`src/rtl/pc_seq_pkg.sv`:
```
// Shared encodings for the program-counter sequencer.
// Optional perf counters are enabled by defining PC_SEQ_PERF_COUNT_EN.
package pc_seq_pkg;

    localparam logic [1:0] PCSRC_SEQ  = 2'b00;
    localparam logic [1:0] PCSRC_BEQ  = 2'b01;
    localparam logic [1:0] PCSRC_BNE  = 2'b10;
    localparam logic [1:0] PCSRC_JUMP = 2'b11;

    localparam logic [31:0] DEFAULT_RESET_PC = 32'h0000_0000;

    typedef enum logic [1:0] {
        S_BOOT  = 2'b00,
        S_FETCH = 2'b01,
        S_EXEC  = 2'b10,
        S_HALT  = 2'b11
    } state_t;

endpackage

```
`src/rtl/pc_sequencer_next_pc_calc.sv`:
```
// Combinational next-PC selection: sequential, beq/bne on Zero, or jump.
// Also reports whether the selected branch is taken.
module next_pc_calc
    import pc_seq_pkg::*;
(
    input  logic [31:0] CurPC,
    input  logic [1:0]  PCSrc,
    input  logic        Zero,
    input  logic [31:0] ImmediateExt,
    input  logic [25:0] JumpAddr,
    output logic [31:0] PCPlus4,
    output logic [31:0] NextPC,
    output logic        BrTaken
);

    logic [31:0] offset;
    logic [31:0] br_target;

    assign PCPlus4   = CurPC + 32'd4;
    assign offset    = ImmediateExt << 2;
    assign br_target = PCPlus4 + offset;

    // Pick the next PC and flag taken conditional branches
    always_comb begin
        NextPC  = PCPlus4;
        BrTaken = 1'b0;
        unique case (PCSrc)
            PCSRC_SEQ: NextPC = PCPlus4;
            PCSRC_BEQ: begin
                BrTaken = Zero;
                NextPC  = Zero ? br_target : PCPlus4;
            end
            PCSRC_BNE: begin
                BrTaken = ~Zero;
                NextPC  = Zero ? PCPlus4 : br_target;
            end
            PCSRC_JUMP: NextPC = {PCPlus4[31:28], JumpAddr, 2'b00};
            default: NextPC = PCPlus4;
        endcase
    end

endmodule

```
`src/rtl/pc_sequencer.sv`:
```
// PC register plus BOOT/FETCH/EXEC/HALT sequencer with fetch handshake.
// Define PC_SEQ_PERF_COUNT_EN to build the instruction/branch counters.
module pc_sequencer
    import pc_seq_pkg::*;
#(
    parameter logic [31:0] RESET_PC = DEFAULT_RESET_PC,
    parameter int          PC_WIDTH = 32
) (
    input  logic                CLK,
    input  logic                Reset,
    input  logic                PCWre,
    input  logic [1:0]          PCSrc,
    input  logic                Zero,
    input  logic [PC_WIDTH-1:0] ImmediateExt,
    input  logic [25:0]         JumpAddr,
    input  logic                InstrReady,
    output logic [PC_WIDTH-1:0] CurPC,
    output logic [PC_WIDTH-1:0] PCPlus4,
    output logic [PC_WIDTH-1:0] NextPC,
    output logic                InstrFetchReq,
    output logic                Halted,
    output logic                BranchTaken,
    output logic [31:0]         InstrCount,
    output logic [31:0]         BranchCount
);

    state_t      state_q, state_d;
    logic [31:0] pc_q, pc_d;
    logic        bt_q, bt_d;
    logic        commit;
    logic        br_taken;

    next_pc_calc u_calc (
        .CurPC        (pc_q),
        .PCSrc        (PCSrc),
        .Zero         (Zero),
        .ImmediateExt (ImmediateExt),
        .JumpAddr     (JumpAddr),
        .PCPlus4      (PCPlus4),
        .NextPC       (NextPC),
        .BrTaken      (br_taken)
    );

    // State, PC and branch-pulse registers with synchronous reset
    always_ff @(posedge CLK) begin
        if (!Reset) begin
            state_q <= S_BOOT;
            pc_q    <= RESET_PC;
            bt_q    <= 1'b0;
        end else begin
            state_q <= state_d;
            pc_q    <= pc_d;
            bt_q    <= bt_d;
        end
    end

    // Next-state: boot once, wait for fetch, execute, or park in halt
    always_comb begin
        state_d = state_q;
        unique case (state_q)
            S_BOOT:  state_d = S_FETCH;
            S_FETCH: state_d = InstrReady ? S_EXEC : S_FETCH;
            S_EXEC:  state_d = PCWre ? S_FETCH : S_HALT;
            S_HALT:  state_d = S_HALT;
            default: state_d = S_BOOT;
        endcase
    end

    // Outputs and PC commit decided from the current state
    always_comb begin
        InstrFetchReq = (state_q == S_FETCH);
        Halted        = (state_q == S_HALT);
        commit        = (state_q == S_EXEC) && PCWre;
        pc_d          = commit ? {NextPC[31:2], 2'b00} : pc_q;
        bt_d          = commit && br_taken;
    end

    assign CurPC       = pc_q;
    assign BranchTaken = bt_q;

`ifdef PC_SEQ_PERF_COUNT_EN
    logic [31:0] ic_q, bc_q;

    // Saturating counters of executed instructions and taken branches
    always_ff @(posedge CLK) begin
        if (!Reset) begin
            ic_q <= 32'd0;
            bc_q <= 32'd0;
        end else begin
            if (commit && ic_q != 32'hFFFF_FFFF)
                ic_q <= ic_q + 32'd1;
            if (bt_d && bc_q != 32'hFFFF_FFFF)
                bc_q <= bc_q + 32'd1;
        end
    end

    assign InstrCount  = ic_q;
    assign BranchCount = bc_q;
`else
    assign InstrCount  = 32'd0;
    assign BranchCount = 32'd0;
`endif

endmodule

```
`config.mk`:
```
export PLATFORM = sky130hd
export DESIGN_NAME = pc_sequencer
export DESIGN_NICKNAME = d
export VERILOG_FILES = /design/src/rtl/pc_seq_pkg.sv /design/src/rtl/pc_sequencer_next_pc_calc.sv /design/src/rtl/pc_sequencer.sv
export SDC_FILE = /design/constraint.sdc
export NUM_CORES = 1
export LEC_CHECK = 0
export BUFFER_PORTS_ARGS = -buffer_cell sky130_fd_sc_hd__buf_4
export CORE_MARGIN = 5
export CORE_UTILIZATION = 45
export DETAILED_ROUTE_END_ITERATION = 10
export GPL_ROUTABILITY_DRIVEN = 0
export HOLD_SLACK_MARGIN = 0.02
export PLACE_DENSITY = 0.8
export SYNTH_ARGS = -nofsm -noshare
export SYNTH_HDL_FRONTEND = slang
export SYNTH_HIERARCHICAL = 1
export SYNTH_SLANG_ARGS = --single-unit
```
`constraint.sdc`:
```
create_clock -name CLK -period 5.7 [get_ports CLK]
set_input_delay 0 -clock CLK [delete_from_list [all_inputs] [get_ports CLK]]
set_output_delay 0 -clock CLK [all_outputs]
set_load 0.02 [all_outputs]
```
# ---- Word level (Yosys, flattened, before mapping)
# Cells that the tools add are included.
dict set report word_totals {
  ramBits 0
  out_inout_bits 163
  latch_bits 0
  inputBits 65
  memories 0
  reg_bits 33
  mem_bits_ro 0
  elab_cells 23
}
dict set report classes {
  n_shift 0
  addsub 2
  magnitude_cmp 0
  mux 7
  n_eq_ne 6
  div_mod_pow 0
  multipliers 0
  bitwise_logic 1
  reduce_logical 4
}
# op count
set ops {}
lappend ops {{$pmux W32 S4} 1}
lappend ops {{$mux W32} 2}
lappend ops {{$add A32 B3 Y32 const B} 1}
lappend ops {{$add A32 B32 Y32} 1}
lappend ops {{$eq A2 B2 Y1 const B} 4}
lappend ops {{$pmux W2 S4} 1}
lappend ops {{$eq A2 B1 Y1 const B} 2}
lappend ops {{$logic_not A2 Y1} 2}
lappend ops {{$mux W2} 2}
lappend ops {{$logic_and A1 B1 Y1} 2}
lappend ops {{$pmux W1 S2} 1}
lappend ops {{$not A1 Y1} 1}

# ---- Logic depth before layout (Yosys ltp)
# Gate-level depths: netlist (run 1).
dict set report logic_depth {
  word_depth 4
  ltp_mapped 20
}

# ---- Modules after synthesis
# Netlist (run 1), hierarchy kept.
# mod n_inst area_per_inst_um2 cells_per_inst
set modules_own_cells {}
lappend modules_own_cells {next_pc_calc 1 3088.0 461}
lappend modules_own_cells {pc_sequencer 1 1764.2 213}

# ---- Least setup slack after synthesis (run 1)
# Ideal clock, no wire load.
dict set report synth_path {
  path_kind {register -> register}
  start {register pc_q[2], in the netlist CurPC[2]}
  end {register pc_q[31], in the netlist CurPC[31]}
  stages_incl_launch_ff 20
  t_required_ps 5631
  synth_period_minus_slack_ps 4269
  arrival_ps 4200
  slack_ps 1431
  cell_sequence {dfxtp_1 > ha_1 > inv_1 > nor3_2 > nand2_1 > nor2_1 > nand4_1 > xnor2_1 > ha_1 > buf_2 > a21oi_1 > o21ai_0 > nor3_1 > a21oi_1 > o211ai_1 > a21o_1 > nand3_1 > xnor2_1 > nand2_1 > o21ai_1}
}
dict set report synth_between {
  elab_chain_cells 4
  elab_cells_between_ends 5
}
# element line
set synth_lines {}
lappend synth_lines {{start: declaration} pc_sequencer.sv:28} ;# logic [31:0] pc_q, pc_d;
lappend synth_lines {{start signal: assignment} pc_sequencer.sv:52} ;# pc_q <= pc_d;
lappend synth_lines {{$add A32 B3 Y32 *} pc_sequencer_next_pc_calc.sv:19} ;# assign PCPlus4 = CurPC + 32'd4;
lappend synth_lines {{named net PCPlus4[22]} pc_sequencer.sv:18} ;# output logic [PC_WIDTH-1:0] PCPlus4,
lappend synth_lines {{$add A32 B32 Y32 *} pc_sequencer_next_pc_calc.sv:21} ;# assign br_target = PCPlus4 + offset;
lappend synth_lines {{$mux W32 (on tied branches)} {pc_sequencer_next_pc_calc.sv:35, pc_sequencer_next_pc_calc.sv:31}}
lappend synth_lines {{$pmux W32 S4 *} pc_sequencer_next_pc_calc.sv:27} ;# unique case (PCSrc)
lappend synth_lines {{named net NextPC[31]} pc_sequencer.sv:19} ;# output logic [PC_WIDTH-1:0] NextPC,
# The timed path passes the listed nets; every way through them passes the cells marked *.
# A chain may end at the register's enable or synchronous reset.

# ---- Worst setup path after layout (run 1)
dict set report layout_path {
  start {register pc_q[2], in the netlist CurPC[2]}
  end {output NextPC[31]}
}
dict set report layout_between {
  elab_chain_cells 4
  elab_cells_between_ends 5
}
# element line
set layout_lines {}
lappend layout_lines {{$add A32 B3 Y32 *} pc_sequencer_next_pc_calc.sv:19}
lappend layout_lines {{$add A32 B32 Y32} pc_sequencer_next_pc_calc.sv:21}
lappend layout_lines {{$mux W32 (on tied branches)} {pc_sequencer_next_pc_calc.sv:35, pc_sequencer_next_pc_calc.sv:31}}
lappend layout_lines {{$pmux W32 S4 *} pc_sequencer_next_pc_calc.sv:27}
lappend layout_lines {{end: declaration} pc_sequencer.sv:19}
# Every way passes the cells marked *; elsewhere a longest branch is shown, timed or not.

==> results of run 1 <==
[through the flow]
stage	cell area [sq um]	power (mW)	setup WS, ns	util
2_1_floorplan	5110	0.513	1.43	-
3_3_place_gp	5760	0.586	1.59	0.538
3_5_place_dp	5760	0.587	1.54	0.538
4_1_cts	5890	0.819	1.30	0.550
5_1_grt	5890	0.861	0.850	0.550
6_report	5890	0.814	1.24	0.550
[worst paths after layout]
kind                     startpoint                endpoint  slack, ns  cells past startpoint
max reg2reg   CurPC[2]$_SDFFE_PN0P_  CurPC[31]$_SDFFE_PN0P_       1.42                     18
min reg2reg  CurPC[31]$_SDFFE_PN0P_  CurPC[31]$_SDFFE_PN0P_       0.49                      2
min                           PCWre   state_q[1]$_SDFF_PN0_       0.14                      4
max           CurPC[2]$_SDFFE_PN0P_              NextPC[31]       1.24                     17
[final cells by class]
class | count | area (sq um) | share of cell area
Clock inverter | 1 | 30.0 | 0.00510
Sequential cell | 33 | 661 | 0.112
Timing Repair Buffer | 157 | 1180 | 0.201
Multi-Input combinational cell | 590 | 3680 | 0.626
Clock buffer | 7 | 86.3 | 0.0147
Inverter | 19 | 71.3 | 0.0121
Tap cell | 140 | 175 | 0.0298
[placed cells by master (no fill, tap or decap), drive strengths merged, types with 5 or more instances in the layout]
cell type	n
nand4	11
o22ai	14
nor2b	5
nand2	72
nand3	45
o21ai	66
buf	156
o21a	8
xnor2	40
clkbuf	7
xor2	15
nor3	14
inv	19
and3	6
a21oi	53
o22a	7
nor2	36
o311ai	7
conb	70
a21o	17
ha	35
dfxtp	33
nand2b	12
and2	9
[power by group]
part | internal, mW | switching, mW | leakage, nW
sequential | 0.235 | 0.00649 | 0.267
clock | 0.142 | 0.0823 | 0.0585
combinational | 0.129 | 0.219 | 2.51
[metal layers]
layer  vias up  share of wire  GRT usage  wire length [microns]
li1       2534              -          -                      -
met1      2238           0.44      0.311                   6410
met2       238           0.45      0.325                   6590
met3        15          0.096     0.0286                   1410
met4         0          0.014     0.0491                    210
met5         -              0          0                      0
[repair_timing]
item                                    CTS  global route
setup buffers                             0             0
gates resized for setup                   0             0
hold endpoints to repair                  2             0
endpoints found under the setup margin    0             0
hold buffers                              1             0
[sequential cells by signal, summed over array words and instances (netlist names)]
signal	count
BranchTaken	1
CurPC	30
state_q	2
[logic make-up after synthesis]
kind of cell / Yosys count / synth area share
AND/OR/NAND/NOR: 223 / 0.231
AO/OA/AOI/OAI: 205 / 0.276
other: 1 / 0.000773
XOR/XNOR: 55 / 0.101
buffers and inverters: 120 / 0.158
adder cells (fa/ha/maj): 36 / 0.0944
multiplexers: 1 / 0.00206
flip-flops: 33 / 0.136
[worst max-delay path, stage by stage (launching register included)]
cell and delay (ns):
dfxtp_1 0.53, ha_1 0.30, inv_1 0.07, nor3_2 0.34, nand2_1 0.18, nor2_1 0.16, nand4_1 0.13, xnor2_1 0.35
ha_1 0.38, a21oi_1 0.24, o21ai_0 0.16, nor3_1 0.27, a21oi_1 0.15, o211ai_1 0.25, a21o_1 0.16, nand3_1 0.11
xnor2_1 0.21, buf_4 0.18
==> metrics.md, run 1 <==
| Metric | Value |
|---|---|
| Final Hold Fails | `0` |
| Synth top area cells | `dfxtp_1 (14%), buf_4 (11%), ha_1 (9.0%), xnor2_1 (7.0%), nand2_1 (5.6%)` |
| CTS tree | `done` |
| Clock Tree Buf Depth | `2` |
| DPL Wire Length | `12,000 microns` |
| Pwr Density | `138 mW/mm^2` |
| DRT Pass-1 Iters | `6` |
| Count leader, synth | `nand2_1` |
| Dominant synthesized flop cell | `dfxtp_1` |
| Nets | `907` |
| Worst EP arrival | `4.46 ns` |
| Worst hold slack | `0.136 ns` |
| Layout area overhead | `21.3%` |
| Clock skew | `0.00527 ns` |
| Worst-Skew Late Latency | `0.28 ns` |
| Critical path class | `reg -> out` |
| H-Tree Depth | `2` |
| Yosys warns | `6` |
| Slew Viols, Final | `0` |
| #FFs+latches synth | `33` |
| FILL cells | `1,058` |
| Count of boundary I/O pins | `228` |
| Slew at the pin closest to its max-slew limit | `0.744 ns` |
| Fin cells | `947` |
| Synth top cells by count | `nand2_1 (72), buf_4 (69), a21oi_1 (52)` |
| Total gr overflow | `0` |
| Critical Path RT | `5.70 ns` |
| Clk sinks | `33` |
| Antenna-violating nets left | `0` |
| Number of global-route vias before repair | `4,278` |
| Core box area | `0.0107 sq mm` |
| Max-Cap Viols | `0` |
| Setup TNS | `0 ns` |
| RSZ-0062 raised after global routing | `no` |
| Leak | `2.84 nW` |
| Post-synthesis area per instance | `7.20 sq um` |
| DIE WIDTH | `114 microns` |
| Wirelength per Cell | `15.4 microns` |
| Initial antenna violation count | `0` |
| DR DRC count | `0` |
| Clock transition at the registers of the reported paths | `0.07 ns` |
| Setup crit end kind | `output port` |
| Post-synthesis sequential area ratio | `0.136` |
| Via count | `5,025` |
| Diode count | `0` |
| Fmax | `224 MHz` |
| CP max FO | `9` |
| Synthesized area | `0.00485 sq mm` |
| 1st-iter DRT viols | `400` |
| Gr usage total | `0.211` |
| Row cnt | `38` |
| Share of cells above drive strength 1 | `0.235` |
| Hold crit path type | `in -> reg` |
| Number of enable flip-flop cells after synthesis | `0` |
| Slew HR | `0.504` |
| Post-synth ARST share | `0` |
| Status | `finished, final reports clean` |
| CTS Buf Count | `5` |
| Final period util | `0.783` |
| I/O Buffers | `155` |
| Post-synthesis cell type count | `68` |
| Global-route wire length before repair | `22,300 microns` |
| Height of the die | `114 microns` |
| Final wirelength | `14,600 microns` |
| Setup violators final | `0` |
| Largest net degree at the start of global routing | `64` |
| Via density | `5.31` |
| Min Tclk post-route | `4.46 ns` |
| Dominant cell type by area after synthesis | `dfxtp_1` |
| Cell count after placement | `938` |
| Crit start category | `register` |
| Die area | `0.0130 sq mm` |
| Top-area cell type share of the netlist area | `0.136` |
| Peak supply drop | `0.150 mV` |
| Initial core utilization | `0.454` |
| Synthesized instance count | `674` |
| Clock Tree Root | `clkbuf_8` |
Note: power is estimated with default switching activity, not from simulation.
==> run 2, diff against run 1 <==
Settings changed: CORE_UTILIZATION 45 to 44, PLACE_DENSITY 0.8 to 0.81.
Clock period 5.7 ns to 3.8 ns, I/O delays scaled along.
==> metrics.md, run 2 (synthesized netlist as in run 1, its figures left out) <==
| Metric | Value |
|---|---|
| Status | `finished, final reports clean (unchanged)` |
| Pwr Density | `178 mW/mm^2 (was 138 mW/mm^2)` |
| Setup crit end kind | `output port (unchanged)` |
| Wirelength per Cell | `16.9 microns (was 15.4 microns)` |
| Core box area | `0.0108 sq mm (was 0.0107 sq mm)` |
| Worst EP arrival | `3.74 ns (was 4.46 ns)` |
| Final wirelength | `16,800 microns (was 14,600 microns)` |
| Via density | `5.47 (was 5.31)` |
| Cell count after placement | `968 (was 938)` |
| Slew at the pin closest to its max-slew limit | `0.784 ns (was 0.744 ns)` |
| Antenna-violating nets left | `0 (unchanged)` |
| Slew HR | `0.477 (was 0.504)` |
| Final setup margin | `0.0552 ns (was 1.24 ns)` |
| Setup TNS | `0 ns (unchanged)` |
| DRT Pass-1 Iters | `7 (was 6)` |
| Row cnt | `38 (unchanged)` |
| Count of boundary I/O pins | `228 (unchanged)` |
| CTS Buf Count | `5 (unchanged)` |
| Final Hold Fails | `0 (unchanged)` |
| Nets | `956 (was 907)` |
| CP max FO | `8 (was 9)` |
| Clock transition at the registers of the reported paths | `0.07 ns (about the same)` |
| I/O Buffers | `155 (unchanged)` |
| Die area | `0.0132 sq mm (was 0.0130 sq mm)` |
| DIE WIDTH | `115 microns (was 114 microns)` |
| Worst Path Buf+Inv | `3 (was 2)` |
| Initial core utilization | `0.448 (was 0.454)` |
| Crit path max-delay family | `simple AND/OR/NAND/NOR gates (unchanged)` |
| Clock Tree Buf Depth | `2 (unchanged)` |
| Post-Place Setup Slack | `0.0440 ns (was 1.54 ns)` |
| Critical path class | `reg -> out (unchanged)` |
| Final period util | `0.985` |
| Most frequent cells in the layout | `buf_4 (203), nand2_1 (70), conb_1 (70) (was buf_4 (156), nand2_1 (72), conb_1 (70))` |
| Fmax | `267 MHz` |
| Layout area overhead | `39.5% (was 21.3%)` |
| RSZ-0062 raised after global routing | `yes (was no)` |
| Height of the die | `115 microns (was 114 microns)` |
| Max stage delay on crit path | `0.36 ns (was 0.53 ns)` |
| Diode count | `0 (unchanged)` |
| H-Tree Depth | `2 (unchanged)` |
| Min Tclk post-route | `3.74 ns` |
| Max-Cap Viols | `0 (unchanged)` |
| Worst-Skew Late Latency | `0.28 ns (about the same)` |
| Clock Tree Root | `clkbuf_8 (unchanged)` |
| Max FFs per register | `30 (unchanged)` |
| Fin cells | `996 (was 947)` |
| Clk sinks | `33 (unchanged)` |
| Crit-path cells | `buf_6 > nand2_1 > nor3_4 > and3b_2 > nand3_4 > xnor2_4 > ha_4 > buf_4 > nand4_1 > a211oi_2 > nor3_4 > o31ai_2 > a221oi_2 > xor2_1 > o21ai_2 > buf_6 (was ha_1 > inv_1 > nor3_2 > nand2_1 > nor2_1 > nand4_1 > xnor2_1 > ha_1 > a21oi_1 > o21ai_0 > nor3_1 > a21oi_1 > o211ai_1 > a21o_1 > nand3_1 > xnor2_1 > buf_4)` |
| Number of global-route vias before repair | `4,585 (was 4,278)` |
| Crit start category | `register (unchanged)` |
| Finished Core Util | `0.624 (was 0.550)` |
| Share of cells above drive strength 1 | `0.369 (was 0.235)` |
| DR DRC count | `0 (unchanged)` |
| Largest net degree at the start of global routing | `64 (unchanged)` |
| Critical Path RT | `3.80 ns (was 5.70 ns)` |
| CTS tree | `done (unchanged)` |
| Commonest non-fill, non-tap cell in the layout | `buf_4 (unchanged)` |
| Initial antenna violation count | `0 (unchanged)` |
| Leak | `3.26 nW (was 2.84 nW)` |
| Via count | `5,453 (was 5,025)` |
| Gr usage total | `0.225 (was 0.211)` |
| Global-route wire length before repair | `23,900 microns (was 22,300 microns)` |
| Tot Pwr | `1.21 mW (was 0.814 mW)` |
| Setup violators final | `0 (unchanged)` |
| Total gr overflow | `0 (unchanged)` |
| Clock skew | `0.00725 ns (was 0.00527 ns)` |
| 1st-iter DRT viols | `418 (was 400)` |
| Hold crit path type | `in -> reg (unchanged)` |
| DPL Wire Length | `13,000 microns (was 12,000 microns)` |
| Slew Viols, Final | `0 (unchanged)` |
| Peak supply drop | `0.177 mV (was 0.150 mV)` |
| Slowest cell on crit path | `a211oi_2 (was dfxtp_1)` |
run 2: cell count changes in the layout (fill, tap and decap cells not counted), moves of 8 or more:
cell | previous run | this run
dfxtp_4 | 0 | 8
buf_4 | 156 | 203
xnor2_2 | 1 | 15
ha_4 | 0 | 10
ha_1 | 35 | 21
dfxtp_1 | 33 | 23
xnor2_1 | 39 | 22
run 2: report_power, final:
group | internal, mW | leakage, nW | switching, mW
Sequential | 0.348 | 0.274 | 0.0102
Clock | 0.148 | 0.0455 | 0.123
Combinational | 0.224 | 2.94 | 0.353
Total | 0.720 | 3.26 | 0.487
run 2: stage by stage:
step,cell area (sq um),hold WS (ns)
6_report,6770,0.0989
2_1_floorplan,5220,0.175
3_5_place_dp,6090,0.312
4_1_cts,6230,0.0921
3_3_place_gp,6090,0.304
5_1_grt,6770,0.153
run 2: area by class of cell:
type | count | area, sq um
clock buffers | 8 | 90.1
fillers | 944 | 4070
inverters | 19 | 71.3
multi-input cells | 590 | 4180
flip-flops and latches | 33 | 693
well taps | 140 | 175
repair buffers | 206 | 1560
run 2: routing by layer:
layer / GRT usage / wire, microns / vias up
met5: 0 / 0 / -
met4: 0.0493 / 239 / 0
met3: 0.0358 / 1580 / 20
met2: 0.352 / 8000 / 281
met1: 0.326 / 7020 / 2529
li1: - / - / 2623
run 2: worst min-delay path, cell delays in order:
cell	delay, ns
buf_4	0.10
inv_1	0.03
o21ai_0	0.13
a21boi_0	0.08
run 2: worst paths after layout:
check,start,end,slack [ns],cells past startpoint
worst min-delay path,PCWre,state_q[1]$_SDFF_PN0_,0.1,4
worst max register to register,CurPC[2]$_SDFFE_PN0P_,CurPC[30]$_SDFFE_PN0P_,0.10,18
worst max-delay path,CurPC[2]$_SDFFE_PN0P_,NextPC[30],0.06,16
worst min register to register,CurPC[31]$_SDFFE_PN0P_,CurPC[31]$_SDFFE_PN0P_,0.49,2
run 2: what timing repair did:
| item | 4_1_cts | 5_1_grt |
|---|---|---|
| hold buffers | 1 | 0 |
| endpoints found under the hold margin | 2 | 0 |
| pin swaps | 3 | 37 |
| setup buffers | 1 | 19 |
| gates resized for setup | 5 | 79 |
| endpoints found under the setup margin | 8 | 30 |
==> run 3, diff against run 2 <==
==> constraint.sdc (replaced) <==
create_clock -name CLK -period 3.8 [get_ports CLK]
set_input_delay 0.19 -clock CLK [delete_from_list [all_inputs] [get_ports CLK]]
set_output_delay 0.19 -clock CLK [all_outputs]
set_load 0.02 [all_outputs]
==> metrics.md, run 3 (synthesized netlist as in run 1, its figures left out) <==
| Metric | Value |
|---|---|
| Crit start category | `register (unchanged)` |
| I/O Buffers | `155 (unchanged)` |
| Total gr overflow | `0 (unchanged)` |
| Via count | `5,956 (was 5,453)` |
| DPL Wire Length | `13,200 microns (was 13,000 microns)` |
| DRT Pass-1 Iters | `8 (was 7)` |
| Most frequent cells in the layout | `buf_4 (230), conb_1 (70), nand2_1 (62) (was buf_4 (203), nand2_1 (70), conb_1 (70))` |
| Share of cells above drive strength 1 | `0.436 (was 0.369)` |
| Final Hold Fails | `0 (unchanged)` |
| Peak supply drop | `0.157 mV (was 0.177 mV)` |
| Number of global-route vias before repair | `5,108 (was 4,585)` |
| Clock skew | `0.00750 ns (was 0.00725 ns)` |
| RSZ-0062 raised after global routing | `yes (unchanged)` |
| Worst EP arrival | `3.84 ns (was 3.74 ns)` |
| Leak | `3.49 nW (was 3.26 nW)` |
| Clk sinks | `33 (unchanged)` |
| Commonest non-fill, non-tap cell in the layout | `buf_4 (unchanged)` |
| Diode count | `0 (unchanged)` |
| CTS Buf Count | `5 (unchanged)` |
| Critical Path RT | `3.61 ns (was 3.80 ns)` |
| Fmax | `248 MHz (was 267 MHz)` |
| CTS tree | `done (unchanged)` |
| 1st-iter DRT viols | `577 (was 418)` |
| Pwr Density | `179 mW/mm^2 (was 178 mW/mm^2)` |
| Final setup margin | `-0.228 ns (was 0.0552 ns)` |
| Setup crit end kind | `output port (unchanged)` |
| Hold crit path type | `in -> reg (unchanged)` |
| Setup violators final | `13 (was 0)` |
| Largest net degree at the start of global routing | `64 (unchanged)` |
| Fin cells | `1,030 (was 996)` |
| Critical path class | `reg -> out (unchanged)` |
| CP max FO | `5 (was 8)` |
| Gr usage total | `0.248 (was 0.225)` |
| Layout area overhead | `52.2% (was 39.5%)` |
| Initial antenna violation count | `0 (unchanged)` |
| Count of boundary I/O pins | `228 (unchanged)` |
| Final period util | `1.06 (was 0.985)` |
| Slew Viols, Final | `0 (unchanged)` |
| Via density | `5.78 (was 5.47)` |
| Slew HR | `0.428 (was 0.477)` |
| H-Tree Depth | `2 (unchanged)` |
| Row cnt | `38 (unchanged)` |
| Max FFs per register | `30 (unchanged)` |
| DIE WIDTH | `115 microns (unchanged)` |
| Post-Place Setup Slack | `0.0337 ns (was 0.0440 ns)` |
| Antenna-violating nets left | `0 (unchanged)` |
| Global-route wire length before repair | `26,500 microns (was 23,900 microns)` |
| DR DRC count | `0 (unchanged)` |
| Initial core utilization | `0.448 (unchanged)` |
| Height of the die | `115 microns (unchanged)` |
| Clock transition at the registers of the reported paths | `0.07 ns (about the same)` |
| Core box area | `0.0108 sq mm (unchanged)` |
| Final wirelength | `19,700 microns (was 16,800 microns)` |
| Nets | `990 (was 956)` |
| Min Tclk post-route | `4.03 ns (was 3.74 ns)` |
| Worst-Skew Late Latency | `0.29 ns (was 0.28 ns)` |
| Clock Tree Buf Depth | `2 (unchanged)` |
| Failing checks | `negative setup slack` |
| Wirelength per Cell | `19.1 microns (was 16.9 microns)` |
| # hold bufs at CTS | `0 (was 1)` |
| Die area | `0.0132 sq mm (unchanged)` |
| Cell count after placement | `982 (was 968)` |
| Slew at the pin closest to its max-slew limit | `0.858 ns (was 0.784 ns)` |
| Status | `finished with violations (was finished, final reports clean)` |
| FILL cells | `814 (was 944)` |
| Clock Tree Root | `clkbuf_8 (unchanged)` |
| Max-Cap Viols | `0 (unchanged)` |
==> run 3: through the flow <==
stage / TNS, ns / cell area (sq um) / hold slack (ns) / util / power (mW)
after floorplan: 0 / 5220 / 0.365 / - / 0.773
after global placement: 0 / 6200 / 0.470 / 0.572 / 0.904
after detailed placement: 0 / 6200 / 0.483 / 0.572 / 0.909
after CTS: 0 / 6710 / 0.191 / 0.619 / 1.25
after global routing: -3.99 / 7380 / 0.209 / 0.681 / 1.38
final: -1.40 / 7380 / 0.191 / 0.681 / 1.32
==> run 3: worst paths after layout <==
kind / cells past startpoint / from / slack (ns) / end
hold reg to reg: 2 / CurPC[31]$_SDFFE_PN0P_ / 0.49 / CurPC[31]$_SDFFE_PN0P_
setup reg to reg: 20 / CurPC[3]$_SDFFE_PN0P_ / -0.01 / CurPC[30]$_SDFFE_PN0P_
setup / recovery: 18 / CurPC[3]$_SDFFE_PN0P_ / -0.23 / NextPC[23]
hold / removal: 3 / InstrReady / 0.19 / state_q[1]$_SDFF_PN0_
==> run 3: routing by layer <==
metal / vias to the layer above / GRT usage / routed length (microns)
met5: - / 0 / 0
met4: 0 / 0.0782 / 728
met3: 68 / 0.0563 / 2260
met2: 440 / 0.399 / 9160
met1: 2747 / 0.330 / 7520
li1: 2701 / - / -
==> run 3: final cells by class <==
class / instances / area [sq um] / share of cell area
Tap cell: 140 / 175 / 0.0237
Inverter: 19 / 71.3 / 0.00966
Sequential cell: 33 / 686 / 0.0928
Timing Repair Buffer: 240 / 1840 / 0.249
Multi-Input combinational cell: 590 / 4500 / 0.609
Clock inverter: 1 / 7.51 / 0.00102
Clock buffer: 7 / 108 / 0.0146
==> run 3: critical path, stage by stage, from the launching register on <==
cell,delay [ns]
dfxtp_4,0.37
ha_4,0.14
inv_2,0.04
nor3_4,0.30
nand2_2,0.13
nor2_4,0.11
nand4_1,0.17
xnor2_2,0.29
ha_4,0.27
a21oi_2,0.21
o21ai_1,0.16
nor3_2,0.31
buf_4,0.17
nand2_1,0.05
nand2_1,0.10
xor2_1,0.20
o31ai_1,0.09
a21o_1,0.26
buf_4,0.18
==> run 3: where the power goes <==
group / switching (mW) / internal (mW)
sequential: 0.00886 / 0.349
combinational: 0.387 / 0.254
clock: 0.136 / 0.187
total: 0.532 / 0.790
==> run 3: what timing repair did <==
item                                    4_1_cts  5_1_grt
pin swaps                                    39       56
gates resized for setup                      49       93
endpoints found under the setup margin       17       23
setup buffers                                20       22
